$ cat config.mk
export PLATFORM = sky130hd
export DESIGN_NAME = emesh_rd_resp
export DESIGN_NICKNAME = d
export VERILOG_FILES = /design/src/rtl/emesh_rd_resp.sv
export SDC_FILE = /design/constraint.sdc
export NUM_CORES = 1
export LEC_CHECK = 0
export ABC_AREA = 1
export CAP_MARGIN = 10
export CORE_MARGIN = 1
export CORE_UTILIZATION = 60
export DETAILED_ROUTE_END_ITERATION = 7
export GPL_TIMING_DRIVEN = 0
export MAX_ROUTING_LAYER = met4
export PLACE_DENSITY_LB_ADDON = 0.2
export REMOVE_ABC_BUFFERS = 1
export SLEW_MARGIN = 40
export SYNTH_ARGS = -nofsm -noshare
export SYNTH_HDL_FRONTEND = slang
export SYNTH_SLANG_ARGS = --single-unit
$ cat constraint.sdc
create_clock -name eclk -period 25.2 [get_ports eclk]
set_input_delay 3.78 -clock eclk [delete_from_list [all_inputs] [get_ports eclk]]
set_output_delay 3.78 -clock eclk [all_outputs]
set_load 0.02 [all_outputs]
$ cat src/rtl/emesh_rd_resp.sv
// -----------------------------------------------------------------------------
// emesh_rd_resp
//   Emesh memory slave. Inbound emesh transactions are queued in a small
//   request FIFO and executed strictly in order against a synchronous
//   single-port memory (read data one cycle after the enable). A write is
//   retired in its pop cycle with no response. A read produces one emesh
//   write transaction back to the requester's srcaddr, carrying the read data
//   right-justified.
//
// Ports
//   eclk, reset              clock (rising edge) / async active-high reset
//   emesh_*_inb              inbound transaction (access qualifies)
//   emesh_rd_wait_outb       backpressure to inbound requester (FIFO full)
//   emesh_*_outb             read-response transaction
//   emesh_wr_wait_inb        stall on the response path
//   mem_en/we/addr/wdata     memory request (driven in the pop cycle)
//   mem_rdata                memory read data, valid one cycle after mem_en
// -----------------------------------------------------------------------------
module emesh_rd_resp #(
  parameter int MAW = 10,
  parameter int RFW = 2
) (
  input  logic            eclk,
  input  logic            reset,
  // inbound request
  input  logic            emesh_access_inb,
  input  logic            emesh_write_inb,
  input  logic [1:0]      emesh_datamode_inb,
  input  logic [3:0]      emesh_ctrlmode_inb,
  input  logic [31:0]     emesh_dstaddr_inb,
  input  logic [31:0]     emesh_srcaddr_inb,
  input  logic [31:0]     emesh_data_inb,
  output logic            emesh_rd_wait_outb,
  // outbound response
  output logic            emesh_access_outb,
  output logic            emesh_write_outb,
  output logic [1:0]      emesh_datamode_outb,
  output logic [3:0]      emesh_ctrlmode_outb,
  output logic [31:0]     emesh_dstaddr_outb,
  output logic [31:0]     emesh_srcaddr_outb,
  output logic [31:0]     emesh_data_outb,
  input  logic            emesh_wr_wait_inb,
  // memory port
  output logic            mem_en,
  output logic [3:0]      mem_we,
  output logic [MAW-1:0]  mem_addr,
  output logic [31:0]     mem_wdata,
  input  logic [31:0]     mem_rdata
);

  localparam int             DEPTH   = 2 ** RFW;
  localparam logic [RFW:0]   DEPTH_C = DEPTH[RFW:0];

  typedef enum logic [1:0] {
    IDLE  = 2'd0,
    RDLAT = 2'd1,
    RESP  = 2'd2
  } state_t;

  typedef struct packed {
    logic        write;
    logic [1:0]  datamode;
    logic [3:0]  ctrlmode;
    logic [31:0] dstaddr;
    logic [31:0] srcaddr;
    logic [31:0] data;
  } req_t;

  // Byte enables for a write: byte lane from addr[1:0], half from addr[1];
  // word and double both write the whole 32-bit word.
  function automatic logic [3:0] write_be_f(input logic [1:0] dm, input logic [1:0] a);
    logic [3:0] be;
    case (dm)
      2'b00:   be = 4'b0001 << a;
      2'b01:   be = a[1] ? 4'b1100 : 4'b0011;
      default: be = 4'b1111;
    endcase
    return be;
  endfunction

  // Replicate the write data on every lane so the byte enables pick the lane.
  function automatic logic [31:0] write_data_f(input logic [1:0] dm, input logic [31:0] d);
    logic [31:0] w;
    case (dm)
      2'b00:   w = {4{d[7:0]}};
      2'b01:   w = {2{d[15:0]}};
      default: w = d;
    endcase
    return w;
  endfunction

  // Right-justify the addressed lane of a read word, zero-filling above it.
  function automatic logic [31:0] read_extract_f(input logic [1:0] dm, input logic [1:0] a,
                                                 input logic [31:0] w);
    logic [31:0] r;
    case (dm)
      2'b00:   r = {24'h000000, w[8*a +: 8]};
      2'b01:   r = {16'h0000, (a[1] ? w[31:16] : w[15:0])};
      default: r = w;
    endcase
    return r;
  endfunction

  // ---------------------------------------------------------------------------
  // Request FIFO
  // ---------------------------------------------------------------------------
  req_t             fifo_r [DEPTH];
  logic [RFW-1:0]   wr_ptr_r;
  logic [RFW-1:0]   rd_ptr_r;
  logic [RFW:0]     count_r;
  logic [RFW:0]     count_nxt_s;
  logic             full_r;
  logic             push_s;
  logic             pop_s;
  req_t             head_s;
  req_t             in_req_s;

  state_t           state_r;

  assign in_req_s = '{write:    emesh_write_inb,
                      datamode: emesh_datamode_inb,
                      ctrlmode: emesh_ctrlmode_inb,
                      dstaddr:  emesh_dstaddr_inb,
                      srcaddr:  emesh_srcaddr_inb,
                      data:     emesh_data_inb};

  // The full flag is registered, so an access seen while it is high is simply
  // not pushed; the requester keeps presenting it.
  assign push_s = emesh_access_inb & ~full_r;
  assign pop_s  = (state_r == IDLE) & (count_r != {(RFW+1){1'b0}});
  assign head_s = fifo_r[rd_ptr_r];

  assign emesh_rd_wait_outb = full_r;

  // Next occupancy: push and pop together cancel out.
  always_comb begin
    count_nxt_s = count_r;
    case ({push_s, pop_s})
      2'b10:   count_nxt_s = count_r + (RFW+1)'(1);
      2'b01:   count_nxt_s = count_r - (RFW+1)'(1);
      default: count_nxt_s = count_r;
    endcase
  end

  // FIFO pointers, occupancy and the registered full flag.
  always_ff @(posedge eclk or posedge reset) begin
    if (reset) begin
      wr_ptr_r <= {RFW{1'b0}};
      rd_ptr_r <= {RFW{1'b0}};
      count_r  <= {(RFW+1){1'b0}};
      full_r   <= 1'b0;
    end else begin
      if (push_s) wr_ptr_r <= wr_ptr_r + RFW'(1);
      else        wr_ptr_r <= wr_ptr_r;
      if (pop_s)  rd_ptr_r <= rd_ptr_r + RFW'(1);
      else        rd_ptr_r <= rd_ptr_r;
      count_r <= count_nxt_s;
      full_r  <= (count_nxt_s == DEPTH_C);
    end
  end

  // FIFO entry storage.
  always_ff @(posedge eclk or posedge reset) begin
    if (reset) begin
      for (int i = 0; i < DEPTH; i++) fifo_r[i] <= '0;
    end else if (push_s) begin
      fifo_r[wr_ptr_r] <= in_req_s;
    end else begin
      fifo_r[wr_ptr_r] <= fifo_r[wr_ptr_r];
    end
  end

  // ---------------------------------------------------------------------------
  // Memory request: issued in the pop cycle straight from the FIFO head so the
  // read data lands one cycle later, in RDLAT. Zero whenever nothing pops.
  // ---------------------------------------------------------------------------
  always_comb begin
    mem_en    = 1'b0;
    mem_we    = 4'b0000;
    mem_addr  = {MAW{1'b0}};
    mem_wdata = 32'h0000_0000;
    if (pop_s) begin
      mem_en   = 1'b1;
      mem_addr = head_s.dstaddr[MAW+1:2];
      if (head_s.write) begin
        mem_we    = write_be_f(head_s.datamode, head_s.dstaddr[1:0]);
        mem_wdata = write_data_f(head_s.datamode, head_s.data);
      end else begin
        mem_we    = 4'b0000;
        mem_wdata = 32'h0000_0000;
      end
    end else begin
      mem_en = 1'b0;
    end
  end

  // ---------------------------------------------------------------------------
  // Execution FSM and registered response outputs
  // ---------------------------------------------------------------------------
  logic [31:0] req_src_r;
  logic [1:0]  req_dm_r;
  logic [3:0]  req_cm_r;
  logic [1:0]  req_lane_r;

  // Sequences pops; a read parks its request fields until the response forms.
  always_ff @(posedge eclk or posedge reset) begin
    if (reset) begin
      state_r             <= IDLE;
      req_src_r           <= 32'h0000_0000;
      req_dm_r            <= 2'b00;
      req_cm_r            <= 4'b0000;
      req_lane_r          <= 2'b00;
      emesh_access_outb   <= 1'b0;
      emesh_write_outb    <= 1'b0;
      emesh_datamode_outb <= 2'b00;
      emesh_ctrlmode_outb <= 4'b0000;
      emesh_dstaddr_outb  <= 32'h0000_0000;
      emesh_srcaddr_outb  <= 32'h0000_0000;
      emesh_data_outb     <= 32'h0000_0000;
    end else begin
      emesh_srcaddr_outb <= 32'h0000_0000;
      case (state_r)
        IDLE: begin
          if (pop_s && !head_s.write) begin
            req_src_r  <= head_s.srcaddr;
            req_dm_r   <= head_s.datamode;
            req_cm_r   <= head_s.ctrlmode;
            req_lane_r <= head_s.dstaddr[1:0];
            state_r    <= RDLAT;
          end else begin
            // Writes retire in their pop cycle; stay here.
            state_r <= IDLE;
          end
        end
        RDLAT: begin
          emesh_data_outb     <= read_extract_f(req_dm_r, req_lane_r, mem_rdata);
          emesh_dstaddr_outb  <= req_src_r;
          emesh_datamode_outb <= req_dm_r;
          emesh_ctrlmode_outb <= req_cm_r;
          emesh_write_outb    <= 1'b1;
          emesh_access_outb   <= 1'b1;
          state_r             <= RESP;
        end
        RESP: begin
          if (!emesh_wr_wait_inb) begin
            emesh_access_outb <= 1'b0;
            emesh_write_outb  <= 1'b0;
            state_r           <= IDLE;
          end else begin
            // Stalled: every response register simply holds.
            state_r <= RESP;
          end
        end
        default: begin
          emesh_access_outb <= 1'b0;
          emesh_write_outb  <= 1'b0;
          state_r           <= IDLE;
        end
      endcase
    end
  end

endmodule

Yosys cells after proc, flatten, opt, wreduce, memory -nomap -nowiden
Index checks and enable logic that the tools add are counted.
{ "word_totals": {"register_bits": 533, "out_inout_bits": 152, "wordCells": 98} }
{ "classes": {"n_addsub": 4, "magnitude_cmp": 3, "n_eq_ne": 8, "shift": 2, "n_mux": 28, "bitwise_logic": 6, "n_reduce_logical": 9} }
{ "ops": {"columns": ["cell", "count"], "rows": [
  ["412-bit bitwise mux", 2],
  ["103-bit 2-to-1 mux", 5],
  ["103-bit binary-select mux with 2-bit select", 2],
  ["412-bit 2-to-1 mux", 1],
  ["103-bit demux with 2-bit select", 1],
  ["32-bit one-hot mux with 2 select lines", 2],
  ["32-bit 2-to-1 mux", 2],
  ["32-bit by 6-bit variable part select with 8-bit output", 1],
  ["16-bit 2-to-1 mux", 1],
  ["4-bit 2-to-1 mux", 3],
  ["10-bit 2-to-1 mux", 1],
  ["2-bit by 1-bit equality test with 1-bit output, second input constant", 4],
  ["4-bit one-hot mux with 2 select lines", 1],
  ["3-bit >= comparator, second input constant", 2],
  ["2-bit zero test", 3],
  ["2-bit inverter with 3-bit output", 2],
  ["2-bit one-hot mux with 3 select lines", 1],
  ["3-bit one-hot mux with 2 select lines", 1],
  ["2-bit by 1-bit adder with 2-bit output, second input constant", 2],
  ["2-bit equality test, second input constant", 2],
  ["2-bit AND reduction", 2],
  ["1-bit by 2-bit << shifter with 4-bit output, first input constant", 1],
  ["3-bit by 1-bit adder with 3-bit output, second input constant", 1],
  ["3-bit equality test, second input constant", 1],
  ["other kinds (11)", 16]
]} }

Longest topological paths before layout
Gate-level depths: netlist of the first run.
{ "logic_depth": {"word_depth": 8, "mapped_depth": 12, "mapped_depth_nobuf": 12} }

Worst setup path after synthesis of the first run
Ideal clock, no wire load.
{ "synth_path": {"kind": "input port to flip-flop", "start": "in emesh_access_inb", "end": "reg full_r, in the netlist emesh_rd_wait_outb", "setup_ns": 0.119, "arrival_ns": 5.387, "required_time_ns": 25.081, "setup_slack_ns": 19.694, "path_stages": 10, "n_path_buf": 2, "path_cell_list": "nand2_1 buf_2 buf_2 ha_1 inv_1 fa_1 a21oi_1 o21ai_0 xor2_1 and2_1"} }
{ "synth_between": {"elab_chain_len": 4, "word_cells_on_any_way": 5, "cone_classes": "eq/ne (3); mux (1); bitwise (1)"} }
{ "synth_rtl": {"columns": ["item", "line", "source"], "rows": [
  ["start, declared", "26", "input logic emesh_access_inb,"],
  ["1-bit AND (*)", "129", "assign push_s = emesh_access_inb & ~full_r;"],
  ["2-bit by 1-bit equality test with 1-bit output / 2-bit equality test (equally long branches)", "138", "case ({push_s, pop_s})"],
  ["3-bit one-hot mux with 2 select lines (*)", "138", null],
  ["net count_nxt_s[2]", "111", "logic [RFW:0] count_nxt_s;"],
  ["3-bit equality test (*)", "158", "full_r <= (count_nxt_s == DEPTH_C);"],
  ["end signal, assigned", "158", null],
  ["end, declared", "112", "logic full_r;"]
]} }
Mark *: on every way through the listed nets, which the timed path passes. The rest lies on a longest branch.
A chain may end at the register's enable or synchronous reset.

Worst setup path in the final report of the first run
{ "layout_path": {"start": "reg rd_ptr_r[1]", "end": "out mem_wdata[12]"} }
{ "layout_between": {"elab_chain_len": 8, "word_cells_on_any_way": 9, "cone_classes": "eq/ne (1); mux (6); bitwise (1); reduce/logical (1)"} }
{ "layout_rtl": {"columns": ["item", "line", "source"], "rows": [
  ["start, declared", "109", "logic [RFW-1:0] rd_ptr_r;"],
  ["start signal, assigned", "149", "rd_ptr_r <= {RFW{1'b0}};"],
  ["start signal, assigned", "155", "if (pop_s) rd_ptr_r <= rd_ptr_r + RFW'(1);"],
  ["start signal, assigned", "156", "else rd_ptr_r <= rd_ptr_r;"],
  ["2-bit inverter with 3-bit output (implied by the code) (*)", "131", "assign head_s = fifo_r[rd_ptr_r];"],
  ["103-bit binary-select mux with 2-bit select (*)", "131", null],
  ["103-bit 2-to-1 mux (implied by the code) (*) (2 in a row)", "131", null],
  ["2-bit by 1-bit equality test with 1-bit output / 2-bit zero test (equally long branches)", "84", "case (dm)"],
  ["32-bit one-hot mux with 2 select lines", "84", null],
  ["32-bit 2-to-1 mux (*)", "185", "if (head_s.write) begin"],
  ["32-bit 2-to-1 mux (*)", "182", "if (pop_s) begin"],
  ["end, declared", "47", "output logic [31:0] mem_wdata,"]
]} }
Mark *: on every way between the ends. The rest lies on a longest branch, timed or not. The select of a mux whose other input is x is not followed.

==> results of run 1 <==
-- per-stage QoR --
| stage | area, sq um | hold slack (ns) | worst slack [ns] |
|---|---|---|---|
| after detailed placement | 27400 | 0.458 | 17.79 |
| after CTS | 29100 | 0.473 | 17.18 |
| after global placement | 26300 | 0.456 | 3.29 |
| after floorplan | 23300 | 0.449 | 8.79 |
| final | 29100 | 0.466 | 17.06 |
| after global routing | 29100 | 0.480 | 17.06 |
-- layout by cell type, fill, tap and decap left out, types with 11 or more instances in the layout --
cell	instances
or2_2	93
conb_1	32
buf_16	12
dfrtp_1	449
nor2_1	113
o21ai_1	39
o21ai_0	284
buf_12	27
inv_1	192
nand2_1	1019
o211ai_1	141
clkbuf_16	49
clkbuf_1	11
clkbuf_8	17
clkdlybuf4s50_1	238
a21oi_1	128
nand3_1	514
-- per-layer routing --
layer,up-vias,part of all wire,GRT usage
li1,11000,-,-
met1,11200,0.39,0.451
met2,1341,0.47,0.582
met3,245,0.097,0.0510
met4,0,0.040,0.179
met5,-,0,-
-- critical path: stages (launching register included) --
cell,delay [ns]
dfrtp_4,0.82
buf_12,0.34
buf_12,0.28
inv_4,0.25
nand3_1,0.16
nand2_1,0.51
nand3_1,0.28
nand3_1,0.13
nor2_1,0.29
clkdlybuf4s50_1,0.67
-- layout make-up --
type / count / area [sq um] / area share
multi-input combinational: 2400 / 11200 / 0.387
clock inverter: 14 / 228 / 0.00783
tap: 525 / 657 / 0.0226
timing repair buffer: 278 / 3270 / 0.112
clock buffer: 77 / 1500 / 0.0516
antenna: 1 / 2.50 / 0.0000860
inverter: 207 / 835 / 0.0287
sequential: 453 / 11400 / 0.390
-- power groups by stage --
stage	Combinational, mW	Clock (mW)	Sequential [mW]
after floorplan	1.51	0	1.44
after global placement	2.32	0	1.49
after detailed placement	2.52	0	1.37
after CTS	2.54	0.776	1.36
after global routing	2.82	0.807	1.40
final	2.57	0.774	1.37
-- cells in the mapped netlist, types with 5 or more instances --
master / instances
inv_2: 10
or2_2: 93
buf_4: 40
o21ai_1: 39
o211ai_1: 141
dfrtp_1: 453
nand3_1: 514
buf_6: 13
nor2_1: 114
inv_1: 193
a21oi_1: 128
o221ai_1: 8
buf_1: 27
o21ai_0: 284
nand2_1: 1020
buf_2: 90
clkbuf_1: 97
nor3_1: 5
ha_1: 5
-- worst paths after layout --
path | from | end | slack [ns] | cells after the start
max | rd_ptr_r[1] | mem_wdata[12] | 17.06 | 9
min | emesh_dstaddr_outb[20] | emesh_dstaddr_outb[20] | 0.47 | 2
max reg2reg | rd_ptr_r[1] | req_cm_r[1] | 21.75 | 9
min reg2reg | emesh_dstaddr_outb[20] | emesh_dstaddr_outb[20] | 0.47 | 2
max in group asynchronous | reset | fifo_r[135] | 20.58 | 4
min in group asynchronous | reset | emesh_dstaddr_outb[9] | 3.57 | 2
-- registers in the layout, summed over array words and instances, names as in the netlist --
register             flops
count_r                  3
emesh_ctrlmode_outb      4
emesh_data_outb         32
emesh_datamode_outb      2
emesh_dstaddr_outb      32
emesh_rd_wait_outb       1
emesh_write_outb         1
fifo_r                 332
rd_ptr_r                 2
req_cm_r                 4
req_dm_r                 2
req_lane_r               2
req_src_r               32
state_r                  2
wr_ptr_r                 2
-- kinds of logic (layout without fill, tap and decap cells) --
logic type,after synthesis,count (layout),share of synthesized area
simple gates,1755,1755,0.307
compound gates,603,603,0.139
buf+inv,474,576,0.0873
flops,453,453,0.462
fa+ha+maj,6,6,0.00337
xor+xnor,4,4,0.00143
other cells,1,33,0.000153
==> run_results.csv, run 1 <==
group,metric,value,unit
pwr,p_sw_frac,0.475,
global_route,grt_pass1_vias,23000,
clock_tree,cts_sinks,453,
clock_tree,clk_pin_slew,0.06,ns
clock_tree,post_cts_resized,0,
yosys,yosysUniqueCellTypes,33,
timing,max_slew_margin,0.449,
yosys,syn_inst,3296,
routing,routed_wl,73200,microns
pwr,pwr-share-clk,0.164,
final_layout,layout.nets,3534,
final_layout,fillCellCount,3108,
floorplan,coreArea,40000,sq um
yosys,synthTopCellsByArea,"dfrtp_1 46%, nand2_1 16%, nand3_1 10%",
pwr,power,4.71,mW
clock_tree,tritoncts,"yes",
floorplan,start_util,0.613,
yosys,synth_edf_count,0,
placement,port_buffers,238,
final_layout,fin_util,0.727,
clock_tree,cts-htree-levels,2,
placement,dp.cells,3863,
pwr,combPwrFrac,0.546,
yosys,ys_ff_latch,453,
pwr,pwr-share-seq,0.290,
final_layout,drive_gt1_frac,0.0720,
pwr,p_per_area,162,nW/um^2
timing,final_max_slew_viol_count,0,
yosys,synthArstFlopShare,1.00,
routing,dr_total_vias,23800,
worst_setup_path,critical_path_required,21.42,ns
placement,gp_congestion,0.900,
global_route,grt_usage,0.362,
global_route,grt.overflow.total,0,
clock_tree,cts_hold_buf,0,
global_route,antenna_found_initial,1,
timing,setup_viol,0,
final_layout,finalNonFillerCells,3955,
floorplan,die_x,204,microns
routing,viasPerCell,6.03,
timing,worstMarginPinSlew,0.825,ns
outcome,outcome,"complete, no violations",
timing,min_period,8.14,ns
pwr,p_leak,13.9,nW
clock_tree,cts_setup_buffers,0,
floorplan,placementRows,73,
worst_setup_path,cp-start-kind,"flip-flop",
pwr,power.internal,2.47,mW
timing,rsz0062_at_grt,"false",
yosys,synth_ff_type,"dfrtp_1",
timing,max_freq,0.123,GHz
timing,hold_viol,0,
worst_hold_path,holdCritPathClass,"flip-flop to flip-flop",
clock_tree,clock_path_buffers,3,
yosys,seq_area_frac_synth,0.462,
routing,firstDrtPassIters,6,
floorplan,die-height,204,microns
clock_tree,cts-root-buf,"clkbuf_16",
final_layout,area_delta_synth_final,18.5,%
worst_setup_path,critPathCaptureType,"primary output",
yosys,syn-cell-area,24500,sq um
worst_setup_path,crit_fanout,49,
job,max-cap-violations,0,
yosys,synth_top_area_frac,0.462,
timing,fin_crit_sh,0.323,
yosys,yosysWarningCount,0,
floorplan,io_pins,291,
routing,ant_nets,0,
pwr,switching_power,2.24,mW
yosys,avgSynthCellArea,7.44,sq um
pwr,irDropWorstVdd,100,uV
worst_setup_path,critPathKind,"flip-flop to primary output",
clock_tree,cts_inserted_buffers,49,
routing,wire_per_inst,18.5,microns
routing,drc,0,
global_route,grt_max_degree,80,
worst_setup_path,worstPathArrival,4.36,ns
placement,hpwl,42800,microns
yosys,synth.largest_area_cell,"dfrtp_1",
timing,fin_skew,0.0298,ns
timing,setup_tns,0,ns
floorplan,die_area,41700,sq um
routing,drt_iter0_markers,2558,
clock_tree,insertion_delay,0.61,ns
global_route,grt_pass1_wl,117000,microns
Power figures use the tool's default switching activity.
==> run 2, diff against run 1 <==
--- a/config.mk
+++ b/config.mk
@@ -8,7 +8,7 @@
 export ABC_AREA = 1
 export CAP_MARGIN = 10
 export CORE_MARGIN = 1
-export CORE_UTILIZATION = 60
+export CORE_UTILIZATION = 57
 export DETAILED_ROUTE_END_ITERATION = 7
 export GPL_TIMING_DRIVEN = 0
 export MAX_ROUTING_LAYER = met4
==> constraint.sdc (replaced) <==
create_clock -name eclk -period 7.5 [get_ports eclk]
set_input_delay 1.125 -clock eclk [delete_from_list [all_inputs] [get_ports eclk]]
set_output_delay 1.125 -clock eclk [all_outputs]
set_load 0.02 [all_outputs]
==> run_results.csv, run 2 (synthesized netlist as in run 1, its figures left out) <==
group,metric,value,unit
worst_setup_path,r2r_slack,4.25,ns
routing,top_layer_used,"met4",
timing,worstMarginPinSlew,0.800,ns
timing,rsz0062_at_grt,"false",
final_layout,layout.nets,3535,
clock_tree,cts_inserted_buffers,48,
routing,drt-met1-wl,29200,microns
worst_setup_path,critPathCaptureType,"primary output",
floorplan,coreArea,42200,sq um
floorplan,die_area,43900,sq um
global_route,grt_pass1_wl,119000,microns
worst_setup_path,endpoint,"mem_wdata[29]",
clock_tree,insertion_delay,0.59,ns
timing,setup_tns,0,ns
worst_setup_path,r2r-end,"fifo_r[229]",
pwr,irDropWorstVdd,309,uV
timing,final_max_slew_viol_count,0,
floorplan,die_x,209,microns
clock_tree,tritoncts,"yes",
timing,min_period,5.46,ns
placement,gp_congestion,0.865,
final_layout,max_flop_register,"fifo_r",
worst_setup_path,r2r_start,"wr_ptr_r[1]",
clock_tree,cts_setup_buffers,0,
clock_tree,cts_hold_buf,0,
pwr,p_leak,13.9,nW
clock_tree,post_cts_resized,0,
floorplan,die-height,209,microns
outcome,outcome,"complete, no violations",
clock_tree,cts-htree-levels,2,
routing,drt_iter0_markers,2458,
worst_setup_path,worstPathArrival,4.33,ns
floorplan,io_pins,291,
global_route,grt_max_degree,81,
floorplan,placementRows,75,
routing,viasPerCell,6.02,
global_route,grt_usage,0.346,
clock_tree,clk_pin_slew,0.06,ns
global_route,antenna_found_initial,0,
timing,fin_crit_sh,0.727,
worst_setup_path,startpoint,"rd_ptr_r[0]",
clock_tree,cts_sinks,453,
worst_setup_path,critical_path_required,6.38,ns
floorplan,start_util,0.581,
final_layout,area_delta_synth_final,18.5,%
routing,routed_wl,73700,microns
timing,max_slew_margin,0.465,
timing,hold-worst-slack,0.469,ns
worst_hold_path,holdCritPathClass,"flip-flop to flip-flop",
final_layout,final_cell_mix,"1019 x nand2_1, 514 x nand3_1, 449 x dfrtp_1, 284 x o21ai_0, 238 x clkdlybuf4s50_1",
timing,fin_skew,0.0165,ns
worst_setup_path,crit_fanout,53,
routing,wire_per_inst,18.6,microns
final_layout,finalInstanceArea,29100,sq um
clock_tree,cts-root-buf,"clkbuf_16",
timing,max_freq,0.183,GHz
worst_setup_path,critPathKind,"flip-flop to primary output",
placement,hpwl,43800,microns
global_route,grt.overflow.total,0,
final_layout,drive_gt1_frac,0.0732,
routing,dr_total_vias,23900,
timing,hold_viol,0,
clock_tree,clock_path_buffers,3,
routing,wl_met2,35200,microns
placement,port_buffers,238,
pwr,p_per_area,540,nW/um^2
final_layout,num_antenna_cells,0,
global_route,grt_pass1_vias,23300,
routing,wl_met3,6660,microns
routing,ant_nets,0,
final_layout,final_common_cell,"nand2_1",
routing,drc,0,
routing,firstDrtPassIters,6,
worst_setup_path,worstRegToRegCells,8,
job,max-cap-violations,0,
final_layout,fillCellCount,3427,
timing,setup_viol,0,
worst_hold_path,min_from,"emesh_dstaddr_outb[28]",
placement,place_area,27500,sq um
final_layout,largest_reg_flops,332,
worst_setup_path,cp-start-kind,"flip-flop",
run 2: worst max-delay path: stages (launching register included):
cell and delay, ns:
dfrtp_4 0.78, buf_12 0.30, buf_12 0.27, buf_12 0.28
nand2_2 0.09, nand3_1 0.08, nand2_1 0.49, nand3_1 0.28
nand3_1 0.16, nor2_1 0.30, clkdlybuf4s50_1 0.67
run 2: cell type report:
type | instances | area, sq um | area share
Clock buffer | 71 | 1470 | 0.0505
Clock inverter | 17 | 145 | 0.00499
Inverter | 207 | 835 | 0.0287
Multi-Input combinational cell | 2400 | 11200 | 0.387
Sequential cell | 453 | 11400 | 0.391
Tap cell | 539 | 674 | 0.0232
Timing Repair Buffer | 280 | 3350 | 0.115
run 2: per-stage QoR:
stage	setup WS (ns)	util	instances	total power [mW]
2_1_floorplan	-6.25	-	3060	9.94
3_3_place_gp	-11.75	0.624	3837	12.8
3_5_place_dp	2.73	0.650	3879	13.2
4_1_cts	2.10	0.688	3967	15.6
5_1_grt	1.93	0.688	3967	16.9
6_report	2.04	0.688	3967	15.7
run 2: where the power goes:
part           internal (mW)  leakage (nW)  switching (mW)
Combinational           3.05          7.55            5.63
Clock                   1.42         0.810            1.01
Sequential              3.71          5.54           0.887
Total                   8.19          13.9            7.52
run 2: routing by layer:
| metal | GRT usage | vias to the layer above |
|---|---|---|
| li1 | - | 11000 |
| met1 | 0.435 | 11400 |
| met2 | 0.565 | 1285 |
| met3 | 0.0422 | 213 |
| met4 | 0.159 | 0 |
| met5 | - | - |
run 2: worst min path at each step:
stage               slack (ns)  cells past startpoint                      to
floorplan                 0.45                      2             fifo_r[126]
global placement          0.45                      2  emesh_dstaddr_outb[28]
detailed placement        0.46                      2  emesh_dstaddr_outb[28]
CTS                       0.47                      2  emesh_dstaddr_outb[28]
global route              0.49                      2  emesh_dstaddr_outb[30]
finish                    0.47                      2  emesh_dstaddr_outb[28]
